### src/rtl/frame_window_pkg.sv
`default_nettype none
// ============================================================================
// Module  : frame_window_pkg
// Brief   : Shared state encoding, default pixel width and window clamp helper
// Revision: 1.0 - initial release
// ============================================================================
package frame_window_pkg;

    typedef enum logic [1:0] {
        ST_IDLE   = 2'd0,
        ST_ACTIVE = 2'd1,
        ST_DRAIN  = 2'd2
    } fw_state_t;

    // Pixel width for the default 8-bit x 3-channel configuration
    localparam int PW = 24;

    // Visible extent of a window starting at pos inside a display of size disp
    function automatic int unsigned clamp_extent(input int unsigned pos,
                                                 input int unsigned size,
                                                 input int unsigned disp);
        if (pos >= disp) begin
            return 0;
        end else if (size < disp - pos) begin
            return size;
        end else begin
            return disp - pos;
        end
    endfunction

endpackage
`default_nettype wire

### src/rtl/sync_fifo_fwft.sv
`default_nettype none
// ============================================================================
// Module  : sync_fifo_fwft
// Brief   : Single-clock first-word-fall-through FIFO with synchronous flush
// Revision: 1.0 - initial release
// ============================================================================
module sync_fifo_fwft #(
    parameter int WIDTH = 24,
    parameter int DEPTH = 16,
    parameter int AW    = 4
) (
    input  logic             clk,
    input  logic             rst,
    input  logic             flush,
    input  logic             wr_en,
    input  logic [WIDTH-1:0] wr_data,
    input  logic             rd_en,
    output logic [WIDTH-1:0] rd_data,
    output logic             empty,
    output logic [AW:0]      count
);

    logic [WIDTH-1:0] mem [DEPTH];
    logic [AW-1:0]    wptr;
    logic [AW-1:0]    rptr;
    logic             full;
    logic             wr_ok;
    logic             rd_ok;

    assign full    = (count == (AW+1)'(DEPTH));
    assign empty   = (count == '0);
    // A write into a full FIFO is only legal when the same-cycle read frees a slot
    assign wr_ok   = wr_en && (!full || rd_en);
    assign rd_ok   = rd_en && !empty;
    assign rd_data = mem[rptr];

    always_ff @(posedge clk) begin
        if (wr_ok && !flush) begin
            mem[wptr] <= wr_data;
        end
    end

    always_ff @(posedge clk or posedge rst) begin
        if (rst) begin
            wptr  <= '0;
            rptr  <= '0;
            count <= '0;
        end else if (flush) begin
            wptr  <= '0;
            rptr  <= '0;
            count <= '0;
        end else begin
            wptr  <= wptr + AW'(wr_ok);
            rptr  <= rptr + AW'(rd_ok);
            count <= count + (AW+1)'(wr_ok) - (AW+1)'(rd_ok);
        end
    end

endmodule
`default_nettype wire

### src/rtl/frame_window_fill.sv
`default_nettype none
// ============================================================================
// Module  : frame_window_fill
// Brief   : Rasterises a windowed pixel stream into a full frame with border fill
// Revision: 1.0 - initial release
// ============================================================================
module frame_window_fill
    import frame_window_pkg::*;
#(
    parameter int DATA_WIDTH = 8,
    parameter int CHANNELS   = 3,
    parameter int H_DISP     = 1920,
    parameter int V_DISP     = 1080,
    parameter int X_WIDTH    = 12,
    parameter int Y_WIDTH    = 12,
    parameter int FIFO_DEPTH = 16,
    parameter int FIFO_AW    = 4
) (
    input  logic                           clk,
    input  logic                           rst,
    input  logic                           frame_start,
    input  logic [X_WIDTH-1:0]             win_x,
    input  logic [Y_WIDTH-1:0]             win_y,
    input  logic [X_WIDTH-1:0]             win_w,
    input  logic [Y_WIDTH-1:0]             win_h,
    input  logic                           fill_en,
    input  logic [DATA_WIDTH*CHANNELS-1:0] fill_color,
    input  logic [DATA_WIDTH*CHANNELS-1:0] s_data,
    input  logic                           s_valid,
    output logic                           s_ready,
    output logic [DATA_WIDTH*CHANNELS-1:0] m_data,
    output logic                           m_valid,
    input  logic                           m_ready,
    output logic                           m_sof,
    output logic                           m_eol,
    output logic                           m_inwin,
    output logic [15:0]                    excess_cnt,
    output logic                           abort_flag
);

    localparam int                 PIX_W    = DATA_WIDTH * CHANNELS;
    localparam logic [X_WIDTH-1:0] X_LAST   = X_WIDTH'(H_DISP - 1);
    localparam logic [Y_WIDTH-1:0] Y_LAST   = Y_WIDTH'(V_DISP - 1);
    localparam logic [FIFO_AW:0]   FIFO_TOP = (FIFO_AW+1)'(FIFO_DEPTH);

    fw_state_t          state;
    logic [X_WIDTH-1:0] x_pos;
    logic [Y_WIDTH-1:0] y_pos;
    logic [X_WIDTH-1:0] win_x_q;
    logic [Y_WIDTH-1:0] win_y_q;
    logic [X_WIDTH:0]   ext_w;
    logic [Y_WIDTH:0]   ext_h;
    logic               fill_en_q;
    logic [PIX_W-1:0]   fill_color_q;

    logic [X_WIDTH:0]   ew_next;
    logic [Y_WIDTH:0]   eh_next;
    logic [X_WIDTH:0]   dx;
    logic [Y_WIDTH:0]   dy;
    logic               in_win;
    logic               out_free;
    logic               line_end;
    logic               at_last;
    logic               load_win;
    logic               load_fill;
    logic               step;
    logic               draining;
    logic [1:0]         drop_inc;
    logic [16:0]        excess_sum;

    logic [PIX_W-1:0]   fifo_dout;
    logic               fifo_empty;
    logic               fifo_wr;
    logic               fifo_rd;
    logic [FIFO_AW:0]   fifo_count;

    assign ew_next = (X_WIDTH+1)'(clamp_extent(32'(win_x), 32'(win_w), 32'(H_DISP)));
    assign eh_next = (Y_WIDTH+1)'(clamp_extent(32'(win_y), 32'(win_h), 32'(V_DISP)));

    // Unsigned wrap of the offset makes positions left/above the window compare large
    assign dx       = {1'b0, x_pos} - {1'b0, win_x_q};
    assign dy       = {1'b0, y_pos} - {1'b0, win_y_q};
    assign in_win   = (dx < ext_w) && (dy < ext_h);
    assign out_free = !m_valid || m_ready;
    assign line_end = (x_pos == X_LAST);
    assign at_last  = line_end && (y_pos == Y_LAST);
    assign draining = (state == ST_DRAIN) && !frame_start;

    always_comb begin
        load_win  = 1'b0;
        load_fill = 1'b0;
        step      = 1'b0;
        if (state == ST_ACTIVE && !frame_start) begin
            if (in_win) begin
                load_win = out_free && !fifo_empty;
                step     = load_win;
            end else if (fill_en_q) begin
                load_fill = out_free;
                step      = out_free;
            end else begin
                step = 1'b1;
            end
        end
    end

    always_comb begin
        case (state)
            ST_ACTIVE: s_ready = (fifo_count != FIFO_TOP);
            ST_DRAIN:  s_ready = 1'b1;
            default:   s_ready = 1'b0;
        endcase
    end

    assign fifo_wr    = s_valid && s_ready && (state == ST_ACTIVE);
    assign fifo_rd    = load_win || (draining && !fifo_empty);
    assign drop_inc   = 2'(draining && s_valid) + 2'(draining && !fifo_empty);
    assign excess_sum = {1'b0, excess_cnt} + 17'(drop_inc);

    sync_fifo_fwft #(
        .WIDTH (PIX_W),
        .DEPTH (FIFO_DEPTH),
        .AW    (FIFO_AW)
    ) u_fifo (
        .clk     (clk),
        .rst     (rst),
        .flush   (frame_start),
        .wr_en   (fifo_wr),
        .wr_data (s_data),
        .rd_en   (fifo_rd),
        .rd_data (fifo_dout),
        .empty   (fifo_empty),
        .count   (fifo_count)
    );

    always_ff @(posedge clk or posedge rst) begin
        if (rst) begin
            state        <= ST_IDLE;
            x_pos        <= '0;
            y_pos        <= '0;
            win_x_q      <= '0;
            win_y_q      <= '0;
            ext_w        <= '0;
            ext_h        <= '0;
            fill_en_q    <= 1'b0;
            fill_color_q <= '0;
            m_data       <= '0;
            m_valid      <= 1'b0;
            m_sof        <= 1'b0;
            m_eol        <= 1'b0;
            m_inwin      <= 1'b0;
            excess_cnt   <= '0;
            abort_flag   <= 1'b0;
        end else if (frame_start) begin
            win_x_q      <= win_x;
            win_y_q      <= win_y;
            ext_w        <= ew_next;
            ext_h        <= eh_next;
            fill_en_q    <= fill_en;
            fill_color_q <= fill_color;
            x_pos        <= '0;
            y_pos        <= '0;
            state        <= ST_ACTIVE;
            if (state == ST_ACTIVE) begin
                abort_flag <= 1'b1;
                m_valid    <= 1'b0;
            end else begin
                // A finished frame keeps its last beat until the sink takes it
                if (state == ST_DRAIN) begin
                    abort_flag <= 1'b0;
                end
                if (m_ready) begin
                    m_valid <= 1'b0;
                end
            end
        end else begin
            case (state)
                ST_ACTIVE: begin
                    if (load_win || load_fill) begin
                        m_valid <= 1'b1;
                        m_data  <= load_win ? fifo_dout : fill_color_q;
                        m_sof   <= (x_pos == '0) && (y_pos == '0);
                        m_eol   <= line_end;
                        m_inwin <= load_win;
                    end else if (out_free) begin
                        m_valid <= 1'b0;
                    end
                    if (step) begin
                        if (at_last) begin
                            state      <= ST_DRAIN;
                            excess_cnt <= '0;
                        end else if (line_end) begin
                            x_pos <= '0;
                            y_pos <= y_pos + Y_WIDTH'(1);
                        end else begin
                            x_pos <= x_pos + X_WIDTH'(1);
                        end
                    end
                end
                ST_DRAIN: begin
                    if (m_ready) begin
                        m_valid <= 1'b0;
                    end
                    excess_cnt <= excess_sum[16] ? 16'hFFFF : excess_sum[15:0];
                    if (fifo_empty && !s_valid) begin
                        state      <= ST_IDLE;
                        abort_flag <= 1'b0;
                    end
                end
                default: begin
                    if (m_ready) begin
                        m_valid <= 1'b0;
                    end
                end
            endcase
        end
    end

endmodule
`default_nettype wire
### config.mk
export PLATFORM = sky130hd
export DESIGN_NAME = frame_window_fill
export DESIGN_NICKNAME = d
export VERILOG_FILES = /design/src/rtl/frame_window_pkg.sv /design/src/rtl/sync_fifo_fwft.sv /design/src/rtl/frame_window_fill.sv
export SDC_FILE = /design/constraint.sdc
export NUM_CORES = 1
export LEC_CHECK = 0
export BUFFER_PORTS_ARGS = -buffer_cell sky130_fd_sc_hd__buf_2
export CELL_PAD_IN_SITES_DETAIL_PLACEMENT = 2
export CELL_PAD_IN_SITES_GLOBAL_PLACEMENT = 2
export CORE_ASPECT_RATIO = 2
export CORE_MARGIN = 8
export CORE_UTILIZATION = 44
export CTS_CLUSTER_SIZE = 12
export DETAILED_ROUTE_END_ITERATION = 10
export MAX_ROUTING_LAYER = met4
export PLACE_DENSITY_LB_ADDON = 0.15
export SLEW_MARGIN = 15
export SYNTH_ARGS = -nofsm -noshare
export SYNTH_HDL_FRONTEND = slang
export SYNTH_HIERARCHICAL = 1
export SYNTH_SLANG_ARGS = --single-unit
### constraint.sdc
create_clock -name clk -period 9.3 [get_ports clk]
set_clock_uncertainty 0.1 [all_clocks]
set_input_delay 0.93 -clock clk [delete_from_list [all_inputs] [get_ports clk]]
set_output_delay 0.93 -clock clk [all_outputs]
set_load 0.02 [all_outputs]
== Yosys cells after proc, flatten, opt, wreduce, memory -nomap -nowiden ==
Memory sizes are Yosys's and may differ from the RTL's.
Cells that the tools add are included.

* Bits of input ports: 102
* Memories: 1
* Bits in read-only memories: 0
* Bits in latches: 0
* Output and inout bits: 46
* Logic and storage cells: 140
* Flip-flop bits (word level): 159
* Memory bits (writable): 384

{| class="wikitable"
|+ Memory list
! memory !! words !! bits a word !! read ports !! clocked after Yosys merged registers in !! wr ports !! RTL line !! text
|-
| u_fifo.mem || 16 || 24 || 1 || 0 || 1 || sync_fifo_fwft.sv:23 || <nowiki>logic [WIDTH-1:0] mem [DEPTH];</nowiki>
|}

* Equality and inequality tests: 13
* Reductions and logical operators: 39
* Add/subtract/negate cells: 12
* Order comparisons: 6
* Muxes and demuxes: 49
* Bitwise logic cells: 1
* Multipliers: 0
* Shifts and indexed selects: 0
* Divide/modulo/power cells: 0

{| class="wikitable"
|+ Operators with widths
! operator !! number
|-
| $mux 12 || 10
|-
| $lt 12x32->1 || 2
|-
| $mux 13 || 4
|-
| $mux 16 || 3
|-
| $pmux 16 s2 || 1
|-
| $lt 13x13->1 || 2
|-
| $sub 11x12->13 const A || 2
|-
| $sub 12x12->13 || 2
|-
| $add 12x1->12 const B || 2
|-
| $eq 12x11->1 const B || 2
|-
| $ge 12x11->1 const B || 2
|-
| $logic_not 12->1 || 2
|-
| $mux 24 || 1
|-
| $mux 1 || 21
|-
| $add 16x2->17 || 1
|-
| $logic_and 1x1->1 || 14
|-
| $reduce_and 4->1 || 3
|-
| $reduce_bool 2->1 || 6
|-
| $reduce_and 3->1 || 3
|-
| $add 4x1->4 || 2
|-
| $mux 2 || 4
|-
| $mux 4 || 2
|-
| $ne 2x2->1 const B || 3
|-
| $ne 3x3->1 const B || 2
|-
| 17 further kinds || 24
|}

== Longest topological paths before layout ==
* Depth after elaboration: 11
* Gate-level depth with buffers: 31
* Depth with buffers taken out: 29

== Modules after synthesis ==
Netlist, hierarchy kept.

{| class="wikitable"
|+ By module, submodules not included
! module !! instances !! area each (µm²) !! sequential area each (µm²) !! cells each
|-
| sync_fifo_fwft || 1 || 15189.6 || 11856.4 || 683
|-
| frame_window_fill || 1 || 9486.6 || 3653.5 || 1032
|}

== Worst setup path before layout ==
Ideal clock, no wire load.

* Path type: register to register
* Start point: reg y_pos[0]
* End point: mem u_fifo.mem[0][0], enable pin
* Period minus slack after synthesis: 7016 ps
* Arrival: 6450 ps
* Cell stages (with the launch flop): 22
* Required time: 8734 ps
* Path buffers: 1
* Slack: 2284 ps
* Setup time: 466 ps
* Path through: dfrtp_1 -> inv_1 -> ha_1 -> fa_1 -> nor2b_1 -> o21ai_0 -> a21boi_0 -> o21ai_0 -> a21oi_1 -> a311oi_1 -> o21ai_0 -> o21ai_0 -> ha_1 -> and4_1 -> a211o_1 -> nor3_4 -> and4_1 -> buf_2 -> nand2b_1 -> nand2b_1 -> o21ai_1 -> nor4_1

* Cells in the longest elaborated chain, start to end: 11

{| class="wikitable"
|+ Ends and longest elaborated chain
! element !! RTL line !! text
|-
| start, declared || frame_window_fill.sv:48 || <nowiki>logic [Y_WIDTH-1:0] y_pos;</nowiki>
|-
| start signal, assigned || frame_window_fill.sv:193 || <nowiki>y_pos <= y_pos + Y_WIDTH'(1);</nowiki>
|-
| $sub 12x12->13 || frame_window_fill.sv:82 || <nowiki>assign dy = {1'b0, y_pos} - {1'b0, win_y_q};</nowiki>
|-
| $lt 13x13->1 || frame_window_fill.sv:83 || <nowiki>assign in_win = (dx < ext_w) && (dy < ext_h);</nowiki>
|-
| $logic_and 1x1->1 || frame_window_fill.sv:83 ||
|-
| $mux 1 || frame_window_fill.sv:94 || <nowiki>if (in_win) begin</nowiki>
|-
| $mux 1 || frame_window_fill.sv:93 || <nowiki>if (state == ST_ACTIVE && !frame_start) begin</nowiki>
|-
| $logic_or 1x1->1 || frame_window_fill.sv:115 || <nowiki>assign fifo_rd = load_win || (draining && !fifo_empty);</nowiki>
|-
| named net fifo_rd || frame_window_fill.sv:74 || <nowiki>logic fifo_rd;</nowiki>
|-
| $logic_or 1x1->1 || sync_fifo_fwft.sv:33 || <nowiki>assign wr_ok = wr_en && (!full || rd_en);</nowiki>
|-
| $logic_and 1x1->1 || sync_fifo_fwft.sv:33 ||
|-
| $logic_and 1x1->1 || sync_fifo_fwft.sv:38 || <nowiki>if (wr_ok && !flush) begin</nowiki>
|-
| $mux 1 || sync_fifo_fwft.sv:38 ||
|-
| $mux 1 (not written as such) || sync_fifo_fwft.sv:39 || <nowiki>mem[wptr] <= wr_data;</nowiki>
|-
| end, declared || sync_fifo_fwft.sv:23 ||
|}

The timed path passes the listed nets, and every way through them passes these cells.

== Worst setup path in the final report ==
* Start point: reg y_pos[0]
* End point: reg u_fifo.count[4]

* Cells in the longest elaborated chain, start to end: 11
* Elaborated cells between the ends (all ways): 12
* Those cells by class: add/sub (3); order compare (1); mux (3); reduce/logical (5)

{| class="wikitable"
|+ Ends and longest elaborated chain
! element !! RTL line !! text
|-
| $sub 12x12->13 * || frame_window_fill.sv:82 ||
|-
| $lt 13x13->1 * || frame_window_fill.sv:83 ||
|-
| $logic_and 1x1->1 * || frame_window_fill.sv:83 ||
|-
| $mux 1 * || frame_window_fill.sv:94 ||
|-
| $mux 1 * || frame_window_fill.sv:93 ||
|-
| $logic_or 1x1->1 * || frame_window_fill.sv:115 ||
|-
| named net fifo_rd || frame_window_fill.sv:74 ||
|-
| $logic_or 1x1->1 || sync_fifo_fwft.sv:33 ||
|-
| $logic_and 1x1->1 || sync_fifo_fwft.sv:33 ||
|-
| $add 5x1->5 || sync_fifo_fwft.sv:55 || <nowiki>count <= count + (AW+1)'(wr_ok) - (AW+1)'(rd_ok);</nowiki>
|-
| $sub 5x1->5 * || sync_fifo_fwft.sv:55 ||
|-
| $mux 5 * || sync_fifo_fwft.sv:48 || <nowiki>end else if (flush) begin</nowiki>
|-
| end signal, assigned || sync_fifo_fwft.sv:55 ||
|-
| end, declared || sync_fifo_fwft.sv:20 || <nowiki>output logic [AW:0] count</nowiki>
|}

Mark *: on every way through the listed nets, which the timed path passes. The rest lies on a longest branch.
A chain may end at the register's enable or synchronous reset.

==> results.json <==
{
  "outcome": "finished clean",
  "cts_tree": "yes",
  "wl_mm": 72.0,
  "fin_tns_setup_ns": 0,
  "setup_violations": 0,
  "startpoint_type": "flop",
  "nets": 2063,
  "fin_ws_ns": 1.94,
  "ir_drop_mv": 0.200,
  "gp_congestion": 0.808,
  "track_usage_pct": 23.1,
  "grt_remaining_overflow": 0,
  "critPathSlowestCell": "and4_2",
  "htreeDepth": 2,
  "hp-class": "input port to async pin",
  "power.leakage_nw": 10.2,
  "period_share_pct": 79.1,
  "cts.path.max_buffers": 3,
  "netlist_area_um2": 24700,
  "grt_start_max_net_pins": 95,
  "vias": 15400,
  "postRouteAntennaNets": 0,
  "grt_pass1_wl_mm": 110,
  "tightest_slew_ns": 1.10,
  "post-cts-setup-buffers": 0,
  "wire_per_inst_um": 27.1,
  "yosysUniqueCellTypes": 79,
  "initialDrtViolationCount": 876,
  "rsz0062_at_grt": "false",
  "drc_errors": 0,
  "worstSkewPairLatency_ns": 0.62,
  "drv_cap": 0,
  "power_mw": 5.85,
  "hold_ws_ns": 0.305,
  "critical_path_class": "flop to flop",
  "cts.clk_slew.worst_paths_ns": 0.07,
  "cts_root_buf": "clkbuf_16",
  "cp_max_fo": 48,
  "fp.dieW_um": 183,
  "endpoint_kind": "flop",
  "cp.arrival_ns": 7.77,
  "dp_slack_ns": 2.04,
  "cts.sinks": 543,
  "num_rows": 123,
  "io_pins": 148,
  "finalMaxSlewViolations": 0,
  "area_growth_pct": 13.1,
  "core-area_um2": 55900,
  "layout-drive-gt1-share_pct": 21.4,
  "cp.required_ns": 9.72,
  "path_buf_inv": 3,
  "die-area_um2": 64400,
  "die_h_um": 351,
  "port_buffers": 147,
  "synthFlopType": "edfxtp_1",
  "dp.cells": 2562,
  "cp_slowest_stage_delay_ns": 0.99,
  "relSlewSlack_pct": 26.5,
  "async_reset_ff_share_pct": 29.3,
  "fmax_mhz": 136,
  "initial_core_util_pct": 44.2,
  "ys_ff_latch": 543,
  "netlist_instances": 1715,
  "dpl.hpwl_mm": 47.0,
  "antenna_found_initial": 2,
  "finalCriticalPeriod_ns": 7.36,
  "hold_viol": 0,
  "avgSynthCellArea_um2": 14.4,
  "crit_family": "simple AND/OR/NAND/NOR gates",
  "yosysSeqAreaShare_pct": 62.9,
  "hold_buffers": 0,
  "power.density_nw_per_um2": 210,
  "grt_pass1_vias": 17500,
  "drtPass1Iterations": 4,
  "yosys_warnings": 6,
  "routed_via_density": 5.80,
  "ctsResizeCount": 0,
  "synth_nets": 1910,
  "cts_buffers": 53,
  "synth_edf_count": 384,
  "fin_cells": 2652
}
[Yosys cell counts, types with 28 or more instances]
| cell | instances | area share [%] |
|---|---|---|
| a21oi_1 | 52 | 1.1 |
| a22oi_1 | 51 | 1.6 |
| clkbuf_1 | 41 | 0.62 |
| dfrtp_1 | 159 | 16 |
| edfxtp_1 | 384 | 47 |
| ha_1 | 89 | 4.5 |
| inv_1 | 86 | 1.3 |
| mux2_2 | 28 | 1.3 |
| mux2i_1 | 30 | 1.2 |
| mux4_2 | 96 | 8.8 |
| nand2_1 | 125 | 1.9 |
| nand3_1 | 45 | 0.91 |
| nor2_1 | 80 | 1.2 |
| nor3_1 | 30 | 0.61 |
| o21ai_0 | 62 | 1.3 |
| or3_1 | 28 | 0.71 |
[final timing paths]
check | startpoint | end | slack (ns) | depth (start not counted)
worst max register to register | y_pos[0] | u_fifo/count[4] | 1.94 | 28
worst min-delay path | rst | u_fifo/count[0] | 0.30 | 2
max in group asynchronous | rst | win_x_q[9] | 7.37 | 3
min in group clk | ext_h[12] | ext_h[12] | 0.39 | 2
worst max-delay path | y_pos[0] | u_fifo/count[4] | 1.94 | 28
worst min register to register | ext_h[12] | ext_h[12] | 0.39 | 2
[metrics by stage]
stage	area [µm²]	util, %
3_3_place_gp	26300	47.1
2_1_floorplan	24700	-
6_report	27900	49.9
5_1_grt	27900	49.9
4_1_cts	27900	49.9
3_5_place_dp	26300	47.1
[layout make-up]
class,instances,area (µm²)
Timing Repair Buffer,172,946
Clock inverter,7,116
Clock buffer,80,1450
Tap cell,750,938
Fill cell,5284,28000
Antenna cell,2,5.00
Inverter,89,339
Multi-Input combinational cell,1009,8590
Sequential cell,543,15500
[layer usage]
metal | GRT usage [%] | wire length [µm]
met1 | 28.2 | 30500
met2 | 40.0 | 37500
met3 | 2.71 | 2210
met4 | 6.73 | 1840
met5 | - | 0
[cells by family after synthesis]
logic type,count (synthesis),synth area share [%]
flops,543,62.9
simple gates,416,8.56
compound gates,302,8.15
buf+inv,163,2.78
mux,154,11.3
fa+ha+maj,93,4.84
xor+xnor,44,1.56
[layout by cell type (no fill, tap or decap), types with 27 or more instances in the layout]
master and n:
nand2_1 125, ha_1 89, clkbuf_16 53, dfrtp_1 157, a22oi_1 51, nor2_1 79
mux4_2 96, inv_1 85, edfxtp_1 384, buf_2 146, o21ai_0 62, mux2_2 28
xnor2_1 27, a21oi_1 52, mux2i_1 30, or3_1 28, nand3_1 45
[where the power goes]
| group | switching, mW | internal, mW |
|---|---|---|
| Clock | 0.934 | 1.10 |
| Sequential | 0.0975 | 2.75 |
| Combinational | 0.643 | 0.333 |
| Total | 1.67 | 4.18 |
[sequential cells by signal, indices dropped and copies added (netlist names)]
register and flops:
m_inwin 1, m_valid 1, m_eol 1, y_pos 12, m_sof 1, fill_en_q 1
state 2, u_fifo/count 5, m_data 24, win_y_q 12, abort_flag 1, win_x_q 12
u_fifo/wptr 4, fill_color_q 24, u_fifo/rptr 4, ext_w 13, ext_h 13, x_pos 12
u_fifo/mem 384, excess_cnt 16
(Power assumes the default switching activity.)
